### config.mk
export PLATFORM = sky130hd
export DESIGN_NAME = i2s_frame_rx
export DESIGN_NICKNAME = d
export VERILOG_FILES = /design/src/rtl/i2s_frame_rx.sv
export SDC_FILE = /design/constraint.sdc
export NUM_CORES = 1
export LEC_CHECK = 0
export BUFFER_PORTS_ARGS = -buffer_cell sky130_fd_sc_hd__buf_2
export CELL_PAD_IN_SITES_DETAIL_PLACEMENT = 1
export CELL_PAD_IN_SITES_GLOBAL_PLACEMENT = 1
export CORE_MARGIN = 2
export CORE_UTILIZATION = 51
export CTS_CLUSTER_DIAMETER = 80
export DETAILED_ROUTE_END_ITERATION = 16
export HOLD_SLACK_MARGIN = 0.06
export PLACE_DENSITY_LB_ADDON = 0.1
export SYNTH_ARGS = -nofsm -noshare
export SYNTH_HDL_FRONTEND = slang
export SYNTH_SLANG_ARGS = --single-unit
### constraint.sdc
create_clock -name clk -period 10.1 [get_ports clk]
set_clock_uncertainty 0.1 [all_clocks]
set_input_delay 1.01 -clock clk [delete_from_list [all_inputs] [get_ports clk]]
set_output_delay 1.01 -clock clk [all_outputs]
set_load 0.02 [all_outputs]
### src/rtl/i2s_frame_rx.sv
// I2S receiver: oversamples BCK/LRCK/DATA in the clk domain and emits one {left,right} frame per LRCK period.
// Optional I2S_LOCK_DETECT_EN: start is withheld until LOCK_FRAMES consecutive well-formed frames are seen.
module i2s_frame_rx #(
    parameter int SYNC_STAGES = 2,
    parameter int BCK_TIMEOUT = 255,
    parameter int LOCK_FRAMES = 4
) (
    input  logic        clk,
    input  logic        reset,
    input  logic        i2s_bck,
    input  logic        i2s_lrck,
    input  logic        i2s_data,
    output logic [63:0] data,
    output logic        start,
    output logic [5:0]  bits_per_ch,
    output logic        frame_err,
    output logic        locked
);
    localparam int I2S_BITS = 32;
    localparam int TW       = $clog2(BCK_TIMEOUT + 1);

    typedef enum logic [1:0] {IDLE, SYNC, LEFT, RIGHT} state_t;

    state_t                 state, nxt;
    logic [SYNC_STAGES-1:0] bck_sync, lrck_sync, data_sync;
    logic                   bck_hist, bck_s, lrck_s, data_s, bck_rise;
    logic                   lr_prev, chg, timeout;
    logic                   in_slot, shift_en, close_l, close_r, to_err;
    logic [TW-1:0]          to_cnt;
    logic [I2S_BITS-1:0]    sh, slot_word, left_word, right_word;
    logic [5:0]             cnt, cnt_inc, right_bits;
    logic                   emit_pend, start_ok;

    // input synchronisers plus one history flop on BCK for edge detection
    always_ff @(posedge clk or posedge reset) begin
        if (reset) begin
            bck_sync  <= '0;
            lrck_sync <= '0;
            data_sync <= '0;
            bck_hist  <= 1'b0;
        end else begin
            bck_sync  <= {bck_sync[SYNC_STAGES-2:0], i2s_bck};
            lrck_sync <= {lrck_sync[SYNC_STAGES-2:0], i2s_lrck};
            data_sync <= {data_sync[SYNC_STAGES-2:0], i2s_data};
            bck_hist  <= bck_s;
        end
    end

    assign bck_s    = bck_sync[SYNC_STAGES-1];
    assign lrck_s   = lrck_sync[SYNC_STAGES-1];
    assign data_s   = data_sync[SYNC_STAGES-1];
    assign bck_rise = bck_s & ~bck_hist;
    assign chg      = lrck_s ^ lr_prev;
    assign timeout  = !bck_rise && (to_cnt == TW'(BCK_TIMEOUT - 1));

    // current slot word with this bit placed MSB-first; bits past 32 are dropped
    always_comb begin
        slot_word = sh;
        if (!cnt[5])
            slot_word[5'd31 - cnt[4:0]] = data_s;
        cnt_inc = (cnt == 6'd63) ? cnt : cnt + 6'd1;
    end

    always_ff @(posedge clk or posedge reset) begin
        if (reset)
            state <= IDLE;
        else
            state <= nxt;
    end

    always_comb begin
        nxt = state;
        if (bck_rise) begin
            case (state)
                IDLE:    nxt = SYNC;
                SYNC:    if (lr_prev && !lrck_s) nxt = LEFT;
                LEFT:    if (chg) nxt = RIGHT;
                RIGHT:   if (chg) nxt = LEFT;
                default: nxt = IDLE;
            endcase
        end else if (timeout) begin
            nxt = IDLE;
        end
    end

    always_comb begin
        in_slot  = (state == LEFT) || (state == RIGHT);
        shift_en = bck_rise && in_slot;
        close_l  = shift_en && chg && (state == LEFT);
        close_r  = shift_en && chg && (state == RIGHT);
        to_err   = timeout && in_slot;
    end

    always_ff @(posedge clk or posedge reset) begin
        if (reset) begin
            lr_prev    <= 1'b0;
            to_cnt     <= '0;
            sh         <= '0;
            cnt        <= '0;
            left_word  <= '0;
            right_word <= '0;
            right_bits <= '0;
            emit_pend  <= 1'b0;
            frame_err  <= 1'b0;
        end else begin
            if (bck_rise)
                lr_prev <= lrck_s;
            if (bck_rise || timeout)
                to_cnt <= '0;
            else
                to_cnt <= to_cnt + TW'(1);
            // the bit on an LRCK change is the last bit of the closing slot
            if (shift_en) begin
                if (chg) begin
                    sh  <= '0;
                    cnt <= '0;
                end else begin
                    sh  <= slot_word;
                    cnt <= cnt_inc;
                end
            end else if (!in_slot) begin
                sh  <= '0;
                cnt <= '0;
            end
            if (close_l)
                left_word <= slot_word;
            if (close_r) begin
                right_word <= slot_word;
                right_bits <= cnt_inc;
            end
            emit_pend <= close_r;
            frame_err <= ((close_l || close_r) && cnt[5]) || to_err;
        end
    end

    always_ff @(posedge clk or posedge reset) begin
        if (reset) begin
            data        <= '0;
            start       <= 1'b0;
            bits_per_ch <= '0;
        end else begin
            start <= emit_pend && start_ok;
            if (emit_pend) begin
                data        <= {left_word, right_word};
                bits_per_ch <= right_bits;
            end
        end
    end

`ifdef I2S_LOCK_DETECT_EN
    localparam int GW = $clog2(LOCK_FRAMES + 1);

    logic [5:0]  left_bits;
    logic        left_ovf, frame_good;
    logic [GW-1:0] good_cnt;
    logic [GW:0]   good_inc;

    assign good_inc = {1'b0, good_cnt} + (GW+1)'(1);
    assign start_ok = frame_good && (good_inc >= (GW+1)'(LOCK_FRAMES));

    always_ff @(posedge clk or posedge reset) begin
        if (reset) begin
            left_bits  <= '0;
            left_ovf   <= 1'b0;
            frame_good <= 1'b0;
            good_cnt   <= '0;
            locked     <= 1'b0;
        end else begin
            if (close_l) begin
                left_bits <= cnt_inc;
                left_ovf  <= cnt[5];
            end
            if (close_r)
                frame_good <= (cnt_inc == left_bits) && !cnt[5] && !left_ovf;
            // good_cnt parks at LOCK_FRAMES-1 once locked
            if (timeout) begin
                good_cnt <= '0;
                locked   <= 1'b0;
            end else if (emit_pend) begin
                if (frame_good) begin
                    if (!start_ok)
                        good_cnt <= good_inc[GW-1:0];
                    locked <= start_ok;
                end else begin
                    good_cnt <= '0;
                    locked   <= 1'b0;
                end
            end
        end
    end
`else
    assign start_ok = 1'b1;

    always_ff @(posedge clk or posedge reset) begin
        if (reset)
            locked <= 1'b0;
        else if (timeout)
            locked <= 1'b0;
        else if (emit_pend)
            locked <= 1'b1;
    end
`endif

endmodule

==> flow_metrics.env <==
export IMPL_rrSetupSlack_ps=7240
export IMPL_wl_per_cell_um=18.34
export IMPL_insertedDiodeCount=0
export IMPL_final_core_util_pct=58.59
export IMPL_dieArea_um2=17400
export IMPL_grt_met3_usage_pct=4.537
export IMPL_met1_usage_pct=28.17
export IMPL_p_leak_uw=0.004644
export IMPL_cts_resized=0
export IMPL_cp_slowest_stage_delay_ps=810
export IMPL_synth_largest_area_cell="dfrtp_1"
export IMPL_hold_worst_slack_ps=255.0
export IMPL_cp_cell_sequence="nand2b_1 -> nor2_1 -> nand2_1 -> o21ai_0"
export IMPL_synthesis_area_per_instance_um2=11.37
export IMPL_dr_pass1_iters=4
export IMPL_stdcell_count=1011
export IMPL_floorplan_core_area_um2=15940
export IMPL_crit_type="flip-flop to flip-flop"
export IMPL_die_x_um=131.9
export IMPL_final_hold_violation_count=0
export IMPL_synthArstFlopShare_pct=100.0
export IMPL_h_tree_depth=4
export IMPL_cts_root_buf="clkbuf_16"
export IMPL_post_dp_hpwl_mm=11.74
export IMPL_timing_fmax_mhz=349.9
export IMPL_syn_nets=746
export IMPL_antenna_found_initial=0
export IMPL_grt_ovfl_total=0
export IMPL_synthTopCellsByCount="dfrtp_1, o21ai_0, nand2_1, a21oi_1, mux2_2"
export IMPL_clk_path_buf_depth=2
export IMPL_synthDistinctLibCells=38
export IMPL_synth_seq_cells=200
export IMPL_relSlewSlack_pct=17.53
export IMPL_power_uw=2148
export IMPL_worstPathRequired_ps=10320
export IMPL_crit_path_top_delay_cell="nand2_1"
export IMPL_status="finished, final reports clean"
export IMPL_drt_iter0_markers=215
export IMPL_io_pins=78
export IMPL_ant_nets=0
export IMPL_power_density_nw_per_um2=230.0
export IMPL_cts_hold_buf=0
export IMPL_cap_violations=0
export IMPL_grt_pass1_wl_mm=31.66
export IMPL_rows=46
export IMPL_clk_pin_slew_ps=70
export IMPL_syn_area_um2=8346
export IMPL_port_buffers=77
export IMPL_synthToLayoutAreaGrowth_pct=11.92
export IMPL_setup_viol_count_final=0
export IMPL_layout_min_cycle_time_ps=2858
export IMPL_synth_edf_count=0
export IMPL_rsz0062_at_grt="false"
export IMPL_gr_max_usage_layer="met2"
export IMPL_finalCritPeriodShare_pct=28.30
export IMPL_hold_class="flip-flop to flip-flop"
export IMPL_start_util_pct=52.35
export IMPL_vias=5600
export IMPL_synth_top_flop_cell="dfrtp_1"
export IMPL_die_h_um=131.9
export IMPL_track_usage_pct=22.72
export IMPL_synth_top_area_share_pct=59.97
export IMPL_final_net_count=794
export IMPL_viasPerCell=5.539
export IMPL_routed_wirelength_mm=18.54
export IMPL_tns_ps=0
export IMPL_cts_made_buffers=17
export IMPL_critPathLaunchType="flip-flop"
export IMPL_irDropWorstVdd_mv=0.1261
export IMPL_synth_most_common_cell="dfrtp_1"
export IMPL_drc=0
export IMPL_cts_tree="done"
export IMPL_grt_use_met2_pct=40.05
export IMPL_drive_gt1_share_pct=24.03
export IMPL_syn_inst=734
export IMPL_worst_pin_slew_ps=1235
export IMPL_gp_congestion=0.7741
export IMPL_cts_sinks=200
export IMPL_synthTopCellsByArea="dfrtp_1, mux2_2, o21ai_0"
export IMPL_grt_max_degree=143
export IMPL_slew_violations=0
export IMPL_post_place_cells=979
export IMPL_endpoint_kind="flip-flop"
export IMPL_yosysSeqAreaShare_pct=59.97
export IMPL_cp_data_arrival_time_ps=3070
export IMPL_post_cts_buffers=0
export IMPL_grt_pass1_vias=6172
export IMPL_yosys_warnings=0
export IMPL_critPathMaxFanout=32
export IMPL_clk_insertion_delay_late_ps=430
-- flip-flops by register name, indices dropped and copies added (netlist names), 6 cells and up --
signal,flops
bits_per_ch,6
right_word,32
sh,32
left_word,32
data,64
cnt,6
to_cnt,8
right_bits,6
-- critical path: cells and delay by family, from the launching register on --
family | cells | cell delay (ps)
and+or+nand+nor | 3 | 1760
DFF | 1 | 390
AOI/OAI and AO/OA | 1 | 490
-- path summary, 6_finish.rpt --
path / cells past startpoint / endpoint / from
max reg2reg: 4 / sh[27]$_DFFE_PP0P_ / bck_hist$_DFF_PP0_
max: 4 / sh[27]$_DFFE_PP0P_ / bck_hist$_DFF_PP0_
min reg2reg: 0 / bck_sync[1]$_DFF_PP0_ / bck_sync[0]$_DFF_PP0_
max in group asynchronous: 3 / right_word[3]$_DFFE_PP0P_ / reset
min in group asynchronous: 2 / data[2]$_DFFE_PP0P_ / reset
min: 0 / bck_sync[1]$_DFF_PP0_ / bck_sync[0]$_DFF_PP0_
-- logic make-up after synthesis --
group                      synth area share [%]
muxes                                     13.28
DFF                                       59.97
and+or+nand+nor                           9.235
adders and majority gates                 1.049
xor gates and xnor gates                 0.7346
AOI/OAI and AO/OA                         11.78
buffers and inverters                     3.943
-- where the power goes --
group	internal [uW]	total, uW	leakage, uW	switching, uW
combinational	169	436	0.00171	267
sequential	955	1050	0.00266	96.2
clock	361	661	0.000276	300
total	1480	2150	0.00464	664
-- layout by cell type, fill, tap and decap left out, drive strengths merged, types with 4 or more instances in the layout --
master | netlist | final
mux2 | 70 | 70
and3b | 4 | 4
and2 | 4 | 4
clkinv | 0 | 6
a21oi | 73 | 73
nor3b | 5 | 5
nand2 | 77 | 77
nand4 | 4 | 4
dfrtp | 200 | 200
ha | 7 | 7
buf | 35 | 83
a31oi | 4 | 4
inv | 9 | 10
nor2 | 50 | 50
o21ai | 108 | 108
nand3 | 7 | 7
xnor2 | 4 | 4
mux2i | 32 | 32
clkbuf | 19 | 22
-- final cells by class --
cell class	instances	area [um2]
Inverter	9	41.29
Sequential cell	200	5006
Timing Repair Buffer	83	430.4
Multi-Input combinational cell	471	3023
Clock buffer	22	474.2
Fill cell	1693	6603
Clock inverter	10	95.09
Tap cell	216	270.3
-- stage by stage --
stage          setup slack, ps  area (um2)
2_1_floorplan             3536        8346
3_3_place_gp              7399        8771
3_5_place_dp              7328        8771
4_1_cts                   7317        9340
5_1_grt                   7035        9340
6_report                  7242        9340
-- routing by layer --
layer | part of all wire [%] | vias to the layer above
met5 | 0 | -
met4 | 1.9 | 0
met3 | 2.5 | 27
met2 | 52 | 84
met1 | 44 | 2866
li1 | - | 2623
No activity file was read; power rests on OpenSTA's default activity.
